--- src/rtl/instr_encoder_fifo.sv ---
// instr_encoder_fifo: packs instruction fields into 32-bit words, buffers them in a FIFO and issues them over valid/ready
module instr_encoder_fifo #(
  parameter int DEPTH = 4,
  parameter logic [4:0] OP_MAX = 5'd7,
  parameter int CNT_W = 16,
  localparam int AW = $clog2(DEPTH)
) (
  input  logic             clk,
  input  logic             rst,
  input  logic             in_valid,
  output logic             in_ready,
  input  logic [4:0]       in_op,
  input  logic [4:0]       in_rs1,
  input  logic [4:0]       in_rs2,
  input  logic [4:0]       in_rd,
  output logic             out_valid,
  input  logic             out_ready,
  output logic [31:0]      out_instr,
  output logic [AW:0]      level,
  output logic             err_illegal,
  output logic [CNT_W-1:0] issued_cnt
);
  localparam logic [AW:0] FULL = (AW+1)'(DEPTH);
  logic [31:0] mem [DEPTH];
  logic [AW-1:0] wp, rp;
  logic push, wr, pop;
  always_comb begin
    in_ready = !rst && level < FULL;
    out_valid = level != '0;
    out_instr = out_valid ? mem[rp] : 32'h0;
    push = in_valid && in_ready;
    wr = push && in_op <= OP_MAX;
    pop = out_valid && out_ready;
  end
  always_ff @(posedge clk)
    if (wr) mem[wp] <= {in_op, in_rd, in_rs1, in_rs2, 12'h000};
  always_ff @(posedge clk) begin
    if (rst) begin
      wp <= '0;
      rp <= '0;
      level <= '0;
      err_illegal <= 1'b0;
      issued_cnt <= '0;
    end else begin
      wp <= wr ? wp + 1'b1 : wp;
      rp <= pop ? rp + 1'b1 : rp;
      level <= level + {{AW{1'b0}}, wr} - {{AW{1'b0}}, pop};
      err_illegal <= err_illegal || (push && in_op > OP_MAX);
      issued_cnt <= issued_cnt + CNT_W'(pop);
    end
  end
endmodule
--- config.mk ---
export PLATFORM = sky130hd
export DESIGN_NAME = instr_encoder_fifo
export DESIGN_NICKNAME = d
export VERILOG_FILES = /design/src/rtl/instr_encoder_fifo.sv
export SDC_FILE = /design/constraint.sdc
export NUM_CORES = 1
export LEC_CHECK = 0
export ABC_AREA = 1
export CAP_MARGIN = 25
export CELL_PAD_IN_SITES_DETAIL_PLACEMENT = 1
export CELL_PAD_IN_SITES_GLOBAL_PLACEMENT = 1
export CORE_ASPECT_RATIO = 2
export CORE_MARGIN = 5
export CORE_UTILIZATION = 30
export CTS_CLUSTER_SIZE = 10
export DETAILED_ROUTE_END_ITERATION = 8
export GPL_TIMING_DRIVEN = 0
export MAX_ROUTING_LAYER = met4
export PLACE_DENSITY = 0.65
export SYNTH_ARGS = -nofsm -noshare
export SYNTH_HDL_FRONTEND = slang
export SYNTH_SLANG_ARGS = --single-unit
--- constraint.sdc ---
create_clock -name clk -period 5.8 [get_ports clk]
set_input_delay 0.87 -clock clk [delete_from_list [all_inputs] [get_ports clk]]
set_output_delay 0.87 -clock clk [all_outputs]
set_load 0.1 [all_outputs]
## Word level (Yosys, flattened, before mapping)

Memory sizes are Yosys's and may differ from the RTL's. A register that Yosys moved wholly into a read port is not among the register bits.
Index checks and enable logic that the tools add are counted.

| storage, ports and cells | value |
|---|---|
| flip-flop bits (word level) | 24 |
| bits in latches | 0 |
| memory bits (writable) | 80 |
| bits in read-only memories | 0 |
| input port bits | 24 |
| output and inout port bits | 54 |
| logic and storage cells | 27 |
| memories kept | 1 |

Memories:

| memory | depth | bits a word | rd ports | clocked after Yosys merged registers in | write ports | RTL line | source |
|---|---|---|---|---|---|---|---|
| mem | 4 | 20 | 1 | 1 | 1 | 24 | `logic [31:0] mem [DEPTH];` |

| operators by class | value |
|---|---|
| $add $sub $neg | 5 |
| multiply operators | 0 |
| div/mod/pow operators | 0 |
| order comparisons | 3 |
| equal/unequal tests | 0 |
| shift-type cells | 0 |
| multiplexer cells | 5 |
| bitwise operators | 0 |
| reduce and logical (&&, ||, !) cells | 8 |

Operator list:

| cell | number |
|---|---|
| 32-bit 2-to-1 mux | 1 |
| 16-bit by 1-bit adder with 16-bit output | 1 |
| 5-bit by 3-bit greater-than comparator with 1-bit output (second input constant) | 1 |
| 5-bit by 3-bit <= comparator with 1-bit output (second input constant) | 1 |
| 1-bit logical AND | 5 |
| 2-bit by 1-bit adder with 2-bit output (second input constant) | 2 |
| 2-bit 2-to-1 mux | 2 |
| 3-bit by 1-bit adder with 3-bit output | 1 |
| 3-bit < comparator (second input constant) | 1 |
| 3-bit nonzero test | 1 |
| 3-bit by 1-bit subtractor with 3-bit output | 1 |
| 1-bit 2-to-1 mux | 2 |
| 1-bit zero test | 1 |
| 1-bit logical OR | 1 |

## Longest topological paths before layout

| depth | value |
|---|---|
| depth in word-level cells | 6 |
| gate-level depth with buffers | 11 |
| depth with buffers taken out | 11 |

## Worst setup path before layout

OpenSTA, ideal clock, no wires.

| timing path | value |
|---|---|
| path kind | register -> output |
| start point | register level[1] |
| end point | output out_instr[12] |
| data arrival time | 3.448 ns |
| required time | 4.930 ns |
| path slack | 1.482 ns |
| cell stages (with the launch flop) | 6 |
| path buffers | 1 |
| cells stage by stage | dfxtp_1 > inv_1 > nand2_2 > inv_1 > clkbuf_1 > a21oi_1 |

| on the way | value |
|---|---|
| longest elaborated chain between the ends | 2 |

Ends and longest elaborated chain:

| element | RTL line | source |
|---|---|---|
| from (decl) | 19 | `output logic [AW:0] level,` |
| from (signal assigned) | 47 | `level <= level + {{AW{1'b0}}, wr} - {{AW{1'b0}}, pop};` |
| 3-bit nonzero test | 29 | `out_valid = level != '0;` |
| via out_valid | 16 | `output logic out_valid,` |
| 32-bit 2-to-1 mux | 30 | `out_instr = out_valid ? mem[rp] : 32'h0;` |
| to (decl) | 18 | `output logic [31:0] out_instr,` |

The timed path passes the listed nets, and every way through them passes these cells.

## Worst setup path in the final report

| timing path | value |
|---|---|
| start point | input rst |
| end point | output in_ready |

| on the way | value |
|---|---|
| longest elaborated chain between the ends | 2 |

Ends and longest elaborated chain:

| element | RTL line | source |
|---|---|---|
| from (decl) | 9 | `input logic rst,` |
| 1-bit zero test | 28 | `in_ready = !rst && level < FULL;` |
| 1-bit logical AND | 28 |  |
| to (decl) | 11 | `output logic in_ready,` |

No other way between the ends.

==> results by group <==
Outcome
  • Outcome: finished, final reports clean

Route
  • TritonRoute pass-1 iters: 4
  • Top layer in use: met4
  • Routed len/inst: between 15 and 20 um
  • DRT antenna net count: 0
  • Met1 WL: 4.61 mm
  • Vias per inst: 4.51
  • Via count of the routed design: roughly 3200
  • WL final: 11.1 mm
  • DRC: 0
  • Metal2 WL: roughly 6.0 mm
  • WL met3: between 300 and 400 um
  • 1st-iter DRT viols: between 90 and 100

Global route
  • Vias in the first global route: 3389
  • Tot GR Track Use: 13.5%
  • Initial antenna violation count: 0
  • Largest net degree at the start of global routing: 21
  • First-pass GRT wire length: around 18 mm
  • Grt total ovfl: 0

Setup path
  • Cell Chain, Critical Path: clkdlybuf4s50_1 -> nor2_1 -> clkdlybuf4s50_1
  • R2R setup slack: 3.61 ns
  • CP max FO: 4
  • Largest stage delay on the critical path: 1.20 ns
  • Top delay family on crit path: buffers and inverters
  • Worst Path Buf+Inv: 2
  • Startpoint Class: primary input
  • Slowest stage cell, crit path: clkdlybuf4s50_1
  • Worst EP arrival: around 2.9 ns
  • WS Path Type: in -> out
  • Worst EP required: approximately 4.9 ns
  • CP endpoint kind: output port
  • CP most frequent cell: clkdlybuf4s50_1

Timing
  • Period minus WS final: 3.73 ns
  • Tcrit/Tclk final: between 60 and 70%
  • Hold slack final: 0.484 ns
  • Slew HR: 34.0%
  • Final WS setup: 2.07 ns
  • Fin. max-slew vios: 0
  • Worst clock skew: around 0.0096 ns
  • Fmax: 268 MHz
  • RSZ-0062 raised after global routing: no
  • Total Neg Setup Slack: 0 ns
  • Worst Max-Slew Pin Slew: 0.987 ns
  • Final setup vio count: 0
  • Hold Vio Cnt, Final: 0

Clocking
  • Hold Buf Count CTS: 0
  • # resized after CTS: 0
  • CTS clock-pin slew for the worst setup and hold paths: roughly 0.070 ns
  • Num CTS Buffers: 9
  • Worst-Skew Late Latency: approximately 0.34 ns
  • CTS tree: built
  • Root buffer selected by CTS: clkbuf_16
  • Clk buf depth: 2
  • H-tree depth: 3
  • Clock sinks: 106
  • Post-CTS Setup Bufs: 0

Yosys
  • Synthesized area: around 0.0044 sq mm
  • Asr flop ratio synth: 0%
  • Synth Flop Type: edfxtp_1
  • Number of synthesized flops with an enable pin: 80
  • Post-synthesis cell count: 420
  • Unique masters post-synth: 30
  • Yosys top cell by area: edfxtp_1
  • Top post-synthesis cells by count: nor2_1, edfxtp_1, o21ai_0
  • Ys Warns: 0
  • Ranking of synthesized cells by area: edfxtp_1, dfxtp_1, nor2_1
  • Synth top area share: 54.1%
  • Mean Syn Cell Area: ~11 sq um
  • Synth Register Bits: 106
  • Sequential area share after synthesis: between 60% and 70%
  • Most common cell in the netlist: nor2_1

Min path
  • Worst hold path class: reg -> reg

Placed design
  • Port Buffer Count: 65
  • GPL Wtd Cong: 0.743
  • Post-placement worst setup slack: a little over 2 ns
  • Post-detail-place hpwl: 7.95 mm

Cells and area
  • Nets@finish: roughly 540
  • Synth-to-layout area growth: 30.2%
  • Layout cell share with drive strength beyond 1: around a tenth
  • Antenna cells: 0

Power
  • Worst VDD drop: 0.000302 V
  • Power per cell area: 514 mW/mm^2
  • Static Leak: a little over 2 nW

Floorplanning
  • Core area: 0.0147 sq mm
  • Die area: 0.0175 sq mm
  • Die X: ~96 um
  • Rows: 63
  • I/O pin count: between 70 and 80
  • Die Height: 182 um
  • Initial Util: 30.3%

Flow run
  • MaxCap Viol Count: 0
-- through the flow --
step / instance area (sq um) / util [%] / instances / power (mW)
after floorplan: 4480 / - / 431 / 2.03
after global placement: 5370 / 36.6 / 691 / 2.39
after detailed placement: 5480 / 37.4 / 695 / 2.41
after CTS: 5780 / 39.4 / 711 / 3.01
after global routing: 5780 / 39.4 / 711 / 3.09
final: 5780 / 39.4 / 711 / 2.97
-- state kept, by name, summed over array words and instances, names as in the netlist, named ones only --
name         cells
rp               2
issued_cnt      16
mem             80
level            3
err_illegal      1
wp               2
-- cells in the final DEF, fill, tap and decap left out, types with 2 or more instances in the layout --
cell,n
a31oi_1,2
nor2_1,105
nor2_2,4
buf_2,5
nor2_4,3
ha_1,7
o21a_1,2
xor2_1,2
inv_1,27
clkbuf_2,4
buf_4,12
inv_6,2
edfxtp_1,80
conb_1,12
nand2_2,3
nand3_1,9
clkbuf_1,6
clkbuf_16,9
buf_1,2
clkdlybuf4s50_1,65
o21ai_0,46
nor3_1,2
buf_16,3
dfxtp_1,26
a21oi_1,37
clkinv_4,2
nand2_1,25
o21ai_1,2
-- metal layers --
layer	track usage (%)	vias up
met5	-	-
met4	3.31	0
met3	2.36	7
met2	23.4	57
met1	15.8	1565
li1	-	1581
-- final cells by class --
cell class | instances | area, sq um
clock inverter | 7 | 70.1
tap | 195 | 244
multi-input combinational | 268 | 1290
clock buffer | 9 | 225
fill | 1683 | 8890
inverter | 28 | 105
timing repair buffer | 69 | 748
sequential | 106 | 2920
buffer | 29 | 165
-- report_power, final --
part	switching (mW)	internal (mW)
clock network	0.289	0.303
registers	0.0240	0.843
logic	1.19	0.312
-- cells by family after synthesis --
| family | share of synthesized area [%] |
|---|---|
| DFF | 65.9 |
| buffers and inverters | 6.09 |
| AOI/OAI and AO/OA | 10.2 |
| other | 0.0845 |
| adders and majority gates | 2.43 |
| xor gates and xnor gates | 0.592 |
| and+or+nand+nor | 14.7 |
-- worst paths after layout --
| path | start | to | depth (start not counted) |
|---|---|---|---|
| hold / removal | rp[0] | rp[0] | 1 |
| setup / recovery | rst | in_ready | 3 |
| hold reg to reg | rp[0] | rp[0] | 1 |
| setup reg to reg | level[2] | level[2] | 9 |
Note: power is estimated with default switching activity, not from simulation.
